==> src/rtl/mem_arbiter.sv <==
// rtl/mem_arbiter.sv - fetch/data arbiter and sequencer for the shared memory controller (optional MEM_ARB_WATCHDOG_EN stall watchdog)
module mem_arbiter #(
  parameter int MAX_SKIP = 4,
  parameter int TIMEOUT  = 255
) (
  input  logic        clock,
  input  logic        reset,
  input  logic        if_req,
  input  logic [31:0] if_address,
  output logic [31:0] if_data,
  output logic        if_ready,
  input  logic        d_req,
  input  logic        d_write,
  input  logic [31:0] d_address,
  input  logic [31:0] d_wdata,
  output logic [31:0] d_rdata,
  output logic        d_ready,
  output logic [31:0] mem_address,
  output logic [31:0] mem_input_data,
  output logic        mem_write,
  output logic        mem_type,
  input  logic [31:0] mem_output_data,
  input  logic        mem_stall,
  output logic        timeout_err
);

  localparam logic [1:0] S_IDLE    = 2'd0;
  localparam logic [1:0] S_BUSY_IF = 2'd1;
  localparam logic [1:0] S_BUSY_D  = 2'd2;
  localparam logic [1:0] S_DONE    = 2'd3;

  localparam logic MEM_ROM = 1'b0;
  localparam logic MEM_RAM = 1'b1;

  logic [1:0]  state_q, state_d;
  logic [3:0]  skip_q, skip_d;
  logic [31:0] addr_q, addr_d;
  logic [31:0] wdata_q, wdata_d;
  logic        write_q, write_d;
  logic        is_d_q, is_d_d;
  logic [31:0] if_data_q, if_data_d;
  logic [31:0] d_rdata_q, d_rdata_d;
  logic        done_now;
  logic [31:0] cap_data;

`ifdef MEM_ARB_WATCHDOG_EN
  localparam int WD_W = ($clog2(TIMEOUT + 1) > 8) ? $clog2(TIMEOUT + 1) : 8;
  logic [WD_W-1:0] wd_q, wd_d;
  logic            err_q, err_d;
`endif

  // Grant selection in IDLE, stall wait and read-data capture in BUSY, one-cycle DONE
  always_comb begin
    state_d   = state_q;
    skip_d    = skip_q;
    addr_d    = addr_q;
    wdata_d   = wdata_q;
    write_d   = write_q;
    is_d_d    = is_d_q;
    if_data_d = if_data_q;
    d_rdata_d = d_rdata_q;
    done_now  = 1'b0;
    cap_data  = '0;
`ifdef MEM_ARB_WATCHDOG_EN
    wd_d      = '0;
    err_d     = err_q;
`endif
    case (state_q)
      S_IDLE: begin
        // Data wins unless fetch has already been passed over MAX_SKIP times in a row
        if (d_req && (!if_req || (skip_q < 4'(MAX_SKIP)))) begin
          state_d = S_BUSY_D;
          is_d_d  = 1'b1;
          addr_d  = d_address;
          wdata_d = d_wdata;
          write_d = d_write;
          skip_d  = if_req ? (skip_q + 4'd1) : 4'd0;
        end else if (if_req) begin
          state_d = S_BUSY_IF;
          is_d_d  = 1'b0;
          addr_d  = if_address;
          write_d = 1'b0;
          skip_d  = 4'd0;
        end
      end
      S_BUSY_IF, S_BUSY_D: begin
        done_now = !mem_stall;
        cap_data = mem_output_data;
`ifdef MEM_ARB_WATCHDOG_EN
        // A controller stuck in stall is abandoned: the requester gets zero data
        if (mem_stall) begin
          if (wd_q == WD_W'(TIMEOUT - 1)) begin
            done_now = 1'b1;
            cap_data = '0;
            err_d    = 1'b1;
          end else begin
            wd_d = wd_q + WD_W'(1);
          end
        end
`endif
        if (done_now) begin
          state_d = S_DONE;
          if (state_q == S_BUSY_D) d_rdata_d = cap_data;
          else                     if_data_d = cap_data;
        end
      end
      S_DONE:  state_d = S_IDLE;
      default: state_d = S_IDLE;
    endcase
  end

  // State and datapath registers with synchronous active-low reset
  always_ff @(posedge clock) begin
    if (!reset) begin
      state_q   <= S_IDLE;
      skip_q    <= 4'd0;
      addr_q    <= '0;
      wdata_q   <= '0;
      write_q   <= 1'b0;
      is_d_q    <= 1'b0;
      if_data_q <= '0;
      d_rdata_q <= '0;
    end else begin
      state_q   <= state_d;
      skip_q    <= skip_d;
      addr_q    <= addr_d;
      wdata_q   <= wdata_d;
      write_q   <= write_d;
      is_d_q    <= is_d_d;
      if_data_q <= if_data_d;
      d_rdata_q <= d_rdata_d;
    end
  end

`ifdef MEM_ARB_WATCHDOG_EN
  // Consecutive-stall counter and sticky timeout flag
  always_ff @(posedge clock) begin
    if (!reset) begin
      wd_q  <= '0;
      err_q <= 1'b0;
    end else begin
      wd_q  <= wd_d;
      err_q <= err_d;
    end
  end

  assign timeout_err = err_q;
`else
  assign timeout_err = 1'b0;
`endif

  // Address and write data are register outputs, so they hold between transactions
  assign mem_address    = addr_q;
  assign mem_input_data = wdata_q;
  assign mem_write      = (state_q == S_BUSY_D) && write_q;
  assign mem_type       = (state_q == S_BUSY_D) ? MEM_RAM : MEM_ROM;
  assign if_ready       = (state_q == S_DONE) && !is_d_q;
  assign d_ready        = (state_q == S_DONE) && is_d_q;
  assign if_data        = if_data_q;
  assign d_rdata        = d_rdata_q;

endmodule

==> config.mk <==
export PLATFORM = sky130hd
export DESIGN_NAME = mem_arbiter
export DESIGN_NICKNAME = d
export VERILOG_FILES = /design/src/rtl/mem_arbiter.sv
export SDC_FILE = /design/constraint.sdc
export NUM_CORES = 1
export LEC_CHECK = 0
export CAP_MARGIN = 40
export CORE_MARGIN = 1
export CORE_UTILIZATION = 35
export CTS_BUF_LIST = sky130_fd_sc_hd__clkbuf_8
export CTS_CLUSTER_SIZE = 12
export DETAILED_ROUTE_END_ITERATION = 8
export PLACE_DENSITY = 0.7
export SYNTH_ARGS = -nofsm -noshare
export SYNTH_HDL_FRONTEND = slang
export SYNTH_SLANG_ARGS = --single-unit
export TNS_END_PERCENT = 50
==> constraint.sdc <==
create_clock -name clock -period 1.9 [get_ports clock]
set_input_delay 0.19 -clock clock [delete_from_list [all_inputs] [get_ports clock]]
set_output_delay 0.19 -clock clock [all_outputs]
set_load 0.02 [all_outputs]
# Yosys cells after proc, flatten, opt, wreduce, memory -nomap -nowiden
# Index checks and enable logic that the tools add are counted.
[op_classes]
n_bitwise = 2
n_lt_le_gt_ge = 1
n_addsub = 1
mul = 0
n_reduce_logical = 15
shift = 0
n_div = 0
muxes = 13
eq_ne = 5
[ops]
columns = ["op", "n"]
rows = [
  ["two-way mux 32 bit", 2],
  ["two-way mux 4 bit", 3],
  ["two-way mux 2 bit", 3],
  ["one-hot mux 2 bit (3 select lines)", 1],
  ["AND reduction 2 bit", 3],
  ["AND reduction 3 bit", 2],
  ["adder 4 x 1 -> 4 bit, second input constant", 1],
  ["== test 2 bit, second input constant", 2],
  ["logical AND 1 bit", 4],
  ["< comparator 4 x 3 -> 1 bit, second input constant", 1],
  ["two-way mux 1 bit", 4],
  ["!= test 3 bit, second input constant", 1],
  ["== test 2 x 1 -> 1 bit, second input constant", 1],
  ["zero test 1 bit", 2],
  ["zero test 2 bit", 1],
  ["!= test 2 bit, second input constant", 1],
  ["NOT 1 bit", 2],
  ["nonzero test 2 bit", 1],
  ["OR reduction 2 bit", 1],
  ["logical OR 1 bit", 1],
]
[word_totals]
rom_bits = 0
inputBits = 134
latch_bits = 0
elab_cells = 45
mem_count = 0
ram_bits = 0
ff_bits = 136

# Depth between registers and ports, before layout
# Gate-level depths: netlist (run 1).
[logic_depth]
ltp_word = 5
ltp_mapped = 7

# Worst setup path after synthesis (run 1)
# Ideal clock, no wire load.
[synth_path]
kind = "flip-flop to flip-flop"
from = "reg state_q[0]"
to = "reg if_data_q[10], in the netlist if_data[10]"
t_arrival_ps = 1465
period_less_slack_ps = 1581
stages_incl_launch_ff = 8
n_path_buf = 2
setup_slack_ps = 319
required_time_ps = 1784
path_cell_list = "dfxtp_1 > inv_1 > ha_1 > or3b_1 > buf_2 > buf_6 > nand2_1 > a21boi_1"
[synth_between]
elab_chain_cells = 3
[synth_rtl]
columns = ["item", "line", "source"]
rows = [
  ["start, declared", "35", "logic [1:0] state_q, state_d;"],
  ["start signal, assigned", "124", "state_q <= state_d;"],
  ["== test 2 bit / == test 2 x 1 -> 1 bit (equally long branches)", "68, 103", ""],
  ["OR reduction 2 bit / NOT 1 bit (equally long branches)", "-", ""],
  ["AND reduction 3 bit (no source line) (*)", "-", ""],
  ["end signal, assigned", "130", "if_data_q <= if_data_d;"],
  ["end, declared", "41", "logic [31:0] if_data_q, if_data_d;"],
]
# Mark *: on every way between the ends. The rest lies on a longest branch, timed or not.
# A chain may end at the register's enable or synchronous reset.

# Final worst setup path (run 1)
[layout_path]
from = "reg state_q[0]"
to = "out mem_write"
[layout_between]
elab_chain_cells = 2
[layout_rtl]
columns = ["item", "line", "source"]
rows = [
  ["== test 2 bit", "155", "assign mem_write = (state_q == S_BUSY_D) && write_q;"],
  ["logical AND 1 bit", "155", ""],
  ["end, declared", "20", "output logic mem_write,"],
]
# Every way passes these cells.

==> results of run 1 <==
[repair_timing]
| item | in CTS | in global routing |
|---|---|---|
| buffers inserted | 0 | 0 |
| setup endpoints to repair | 4 | 0 |
| endpoints found under the hold margin | 0 | 0 |
| resized for setup | 5 | 0 |
[synthesized netlist by cell type]
cell type / n
o22ai_1: 1
o211ai_1: 1
nor3b_2: 1
o21ai_2: 1
a21boi_0: 36
nor2b_1: 4
buf_2: 23
o21ai_1: 1
nand4_1: 2
a31oi_1: 32
dfxtp_1: 136
conb_1: 1
nand2_1: 135
nor2_1: 2
nand2b_1: 1
o21ai_0: 96
clkbuf_2: 6
o32ai_1: 1
nand4b_1: 1
buf_4: 8
or3b_1: 1
o21a_1: 2
a22oi_1: 1
ha_1: 5
a21boi_1: 65
inv_1: 4
a32oi_1: 1
nand3_1: 32
a21oi_1: 32
and2_1: 3
clkbuf_1: 25
mux2i_1: 1
and3_1: 1
buf_6: 4
o221a_2: 1
[layer usage]
| metal | GRT usage (%) | up-vias | share of wire (%) |
|---|---|---|---|
| li1 | - | 2780 | - |
| met1 | 24.8 | 2635 | 44 |
| met2 | 35.3 | 215 | 47 |
| met3 | 6.90 | 22 | 7.8 |
| met4 | 7.75 | 0 | 1.5 |
| met5 | 0 | - | 0 |
[metrics by stage]
stage	worst slack (ps)	cells	cell area, sq um	utilization, %
3_3_place_gp	241	1097	8480	54.9
4_1_cts	66.7	1128	8970	58.1
5_1_grt	13.7	1128	8970	58.1
2_1_floorplan	319	667	5610	-
6_report	124	1128	8970	58.1
3_5_place_dp	216	1097	8480	54.9
[flip-flops by register name, summed over array words and instances, names as in the netlist]
register        cells
skip_q              4
d_rdata            32
if_data            32
is_d_q              1
mem_address        32
mem_input_data     32
write_q             1
state_q             2
[cell type report]
type	instances	area share (%)
clock buffer	20	3.07
timing repair buffer	285	32.6
inverter	4	0.167
multi-input combinational	461	28.5
sequential	136	30.4
clock inverter	11	2.43
tap	211	2.94
[report_power, final]
| part | leakage (nW) | internal [mW] | switching, mW |
|---|---|---|---|
| clock | 0.241 | 1.80 | 1.14 |
| combinational | 1.84 | 2.07 | 2.41 |
| sequential | 1.11 | 3.49 | 0.315 |
[worst max-delay path, delay by kind of cell (launching register included)]
family | cells | cell delay, ps
buffers and inverters | 2 | 430
flip-flops | 1 | 330
AND/OR/NAND/NOR | 1 | 160
adder cells (fa/ha/maj) | 1 | 250
[kinds of logic (layout without fill, tap and decap cells)]
| logic type | count (synthesis) | after routing | share of synthesized area [%] |
|---|---|---|---|
| compound gates | 271 | 271 | 29.9 |
| simple gates | 183 | 183 | 13.8 |
| flops | 136 | 136 | 48.5 |
| buf+inv | 70 | 320 | 6.40 |
| fa+ha+maj | 5 | 5 | 1.12 |
| other cells | 1 | 1 | 0.0669 |
| mux | 1 | 1 | 0.178 |
[how the worst max path moves through the flow]
stage	end	slack (ps)	cells past startpoint
2_1_floorplan	if_data[10]	320	7
3_3_place_gp	mem_write	240	4
3_5_place_dp	skip_q[2]	220	5
4_1_cts	mem_write	70	4
5_1_grt	mem_write	10	4
6_report	mem_write	120	4
==> metrics, run 1 <==
status=complete, no violations; post-synth net total=806; min Tclk post-route=1780 ps; Die W=129 um; initial antenna violation count=0; setup TNS=0 ps; dpl hpwl=11,600 um; DR WL/cell=15.4 um; routed wire length=17,300 um; Pwr Density=1250 nW/um^2; internal reg-to-reg setup slack=220 ps; share of layout cells above drive strength 1=6.43%; antenna viol nets, final=0; total core area=15,400 sq um; sequential share of the synthesized area=48.5%; Pleak=3.20 nW; TritonCTS Buffers=17; vias in the first global route=5,503; clock root buffer master=clkbuf_8; Crit Reg-Reg Endpoint=if_data[31]; RR Startpoint=state_q[1]; Cells after Synth=667; post-cts hold buffer count=0; period utilization=93.5%; Hold Path Origin=reset; hold-critical path depth=3; top cell type's share of synthesized area=48.5%; slowest cell delay on critical path=330 ps; Starting Density=36.4%; Final setup viols=0; Worst Path Required=1710 ps; tightest hold margin=243 ps; worst hold path class=in2reg; IO Pins=267; largest net degree at the start of global routing=70; register area=2720 sq um; GRT Util Overall=21.0%; Worst R2R Path Depth=6; dominant cells by area after synthesis=dfxtp_1, nand2_1, a21boi_1; Yosys warnings=0; Crit-path slowest cell=dfxtp_1; Multi-input gate area=2550 sq um; Antenna Cells=0; Design Power=11.2 mW; via count=5,652; Nets=1,044; area grow syn2layout=59.8%; global-route wire length before repair=27,400 um; Setup crit end kind=output port; mapped cell area=5610 sq um; Syn Area/Cell=8.41 sq um; Clk Latency, worst-skew pair=440 ps; Seq cells post-synth=136; Worst VDD drop=0.000590 V; distinct cell type count after synthesis=35; RSZ-0062 raised after global routing=no; crit path DAT=1590 ps; GRT Residual Overflow=0; CTS clk-pin slew, worst paths=80 ps; largest area contributor in the netlist=dfxtp_1; H-tree levels=4; vias per cell=5.01; CP startpoint kind=register; drt first-iter violations=301; Setup CP Type=reg2out; Post-route DRC=0; # port buffers=265; most frequent cells in the layout=clkdlybuf4s50_1, dfxtp_1, nand2_1; Die ar.=16,500 sq um; CTS Buffer Depth=2; Fillers=1,464; Hold Path Sink=mem_address[25]; crit path cell chain=inv_1 -> ha_2 -> and2_1 -> dlygate4sd2_1; DR pass1 iterations=4; Die Height=129 um; FP Rows=45; worst-path fanout max=6; Clock Sinks=136; placer congestion estimate=0.741; Achievable Freq=0.563 GHz; MaxCap Viol Count=0; number of hold violations in the final report=0; CTS tree=yes; Pins Over Slew Limit=0; Worst Setup SP=state_q[0]; most common cell after layout, fill and taps aside=clkdlybuf4s50_1; clock skew=11.9 ps
(Power assumes the default switching activity.)
==> inputs of run 2 (changes only) <==
--- a/config.mk
+++ b/config.mk
@@ -11,7 +11,7 @@
 export CTS_BUF_LIST = sky130_fd_sc_hd__clkbuf_8
 export CTS_CLUSTER_SIZE = 12
 export DETAILED_ROUTE_END_ITERATION = 8
-export PLACE_DENSITY = 0.7
+export PLACE_DENSITY = 0.69
 export SYNTH_ARGS = -nofsm -noshare
 export SYNTH_HDL_FRONTEND = slang
 export SYNTH_SLANG_ARGS = --single-unit
==> constraint.sdc (replaced) <==
create_clock -name clock -period 1.8 [get_ports clock]
set_input_delay 0.18 -clock clock [delete_from_list [all_inputs] [get_ports clock]]
set_output_delay 0.18 -clock clock [all_outputs]
set_load 0.02 [all_outputs]
==> run 2 against run 1 <==
Net effect: final cell count is 0.53% higher; clock power is 8.2% lower; total power is 2.4% higher; worst setup slack hardly changed; sequential share of layout area is 0.085 points higher; count of clock-buffer cells in the layout stayed put; combinational power is 7.1% higher; non-clock buffer count is 5 higher; flip-flop and latch count stayed put; worst hold slack worse by 110 ps; wire length is 2.7% higher; critical path type is now reg2reg; largest cell class unchanged.
==> metrics, run 2 (same netlist as run 1, synthesis figures left out) <==
worst hold path class=in2reg; FP Rows=45; total core area=15,400 sq um; Crit-path slowest cell=or3b_1; global-route wire length before repair=27,400 um; Post-CTS Setup Bufs=0; dpl hpwl=11,800 um; largest net degree at the start of global routing=58; share of layout cells above drive strength 1=6.93%; DR WL/cell=15.7 um; area grow syn2layout=59.4%; min Tclk post-route=1680 ps; Worst VDD drop=0.000676 V; worst-path fanout max=32; TritonCTS Buffers=17; initial antenna violation count=0; Pins Over Slew Limit=0; crit path DAT=2010 ps; antenna viol nets, final=0; vias in the first global route=5,293; setup TNS=0 ps; Die Height=129 um; routed wire length=17,800 um; CTS tree=yes; drt first-iter violations=307; Setup CP Type=reg2reg; status=complete, no violations; DR pass1 iterations=4; clock skew=9.92 ps; Antenna Cells=0; Pleak=3.19 nW; post-cts hold buffer count=0; clock root buffer master=clkbuf_8; Final setup viols=0; number of hold violations in the final report=0; Die W=129 um; Die ar.=16,500 sq um; Nets=1,049; GRT Util Overall=21.3%; CTS Buffer Depth=2; Clock Sinks=136; GRT Residual Overflow=0; placer congestion estimate=0.741; Starting Density=36.4%; H-tree levels=4; crit path cell chain=inv_1 -> ha_1 -> or3b_1 -> buf_12 -> nand2_1 -> a21boi_0; Achievable Freq=0.597 GHz; RSZ-0062 raised after global routing=no; CTS clk-pin slew, worst paths=80 ps; Clk Latency, worst-skew pair=450 ps; Worst Path Required=2140 ps; Setup crit end kind=register; most frequent cells in the layout=clkdlybuf4s50_1, dfxtp_1, nand2_1; MaxCap Viol Count=0; tightest hold margin=131 ps; slowest cell delay on critical path=410 ps; # port buffers=265; most common cell after layout, fill and taps aside=clkdlybuf4s50_1; Post-route DRC=0; vias per cell=4.96; period utilization=93.1%; via count=5,620; IO Pins=267; CP startpoint kind=register; Pwr Density=1290 nW/um^2
-- run 2: area by class of cell --
type / instances / area (sq um)
clock inverters: 12 / 149
clock buffers: 20 / 275
inverters: 4 / 15.0
well taps: 211 / 264
multi-input cells: 461 / 2550
flip-flops and latches: 136 / 2720
fillers: 1485 / 6490
repair buffers: 290 / 2970
-- run 2: through the flow --
stage | instance area [sq um] | utilization, % | instances | worst slack (ps) | power (mW)
floorplan | 5610 | - | 667 | 219 | 6.62
global placement | 8530 | 55.3 | 1102 | 146 | 8.86
detailed placement | 8530 | 55.3 | 1102 | 75.8 | 8.88
CTS | 8950 | 58.0 | 1134 | 0.485 | 11.6
global route | 8940 | 58.0 | 1134 | 12.4 | 12.2
finish | 8940 | 58.0 | 1134 | 124 | 11.5
-- run 2: routing by layer --
| metal | track usage [%] | wire length, um |
|---|---|---|
| met1 | 24.8 | 7670 |
| met2 | 36.2 | 8290 |
| met3 | 7.73 | 1640 |
| met4 | 7.20 | 204 |
| met5 | 0 | 0 |
-- run 2: what timing repair did --
action / in CTS / in global routing
gates resized for setup: 5 / 1
endpoints found under the hold margin: 0 / 0
pin swaps: 0 / 0
setup endpoints to repair: 4 / 1
-- run 2: path summary, 6_finish.rpt --
check	from	endpoint	slack, ps	depth (start not counted)
hold / removal	reset	mem_address[5]	130	3
setup / recovery	state_q[1]	if_data[0]	120	6
setup reg to reg	state_q[1]	if_data[0]	120	6
hold reg to reg	d_rdata[12]	d_rdata[12]	450	2
-- run 2: report_power, final --
group | internal, mW | switching (mW) | total (mW) | leakage [nW]
Clock | 1.47 | 1.22 | 2.70 | 0.212
Combinational | 2.21 | 2.58 | 4.80 | 1.87
Sequential | 3.68 | 0.321 | 4.00 | 1.11
-- run 2: critical path, delay by kind of cell (launching register included) --
| kind | cells | cell delay [ps] |
|---|---|---|
| and+or+nand+nor | 2 | 490 |
| adders and majority gates | 1 | 350 |
| DFF | 1 | 390 |
| buffers and inverters | 2 | 270 |
| AOI/OAI and AO/OA | 1 | 70 |
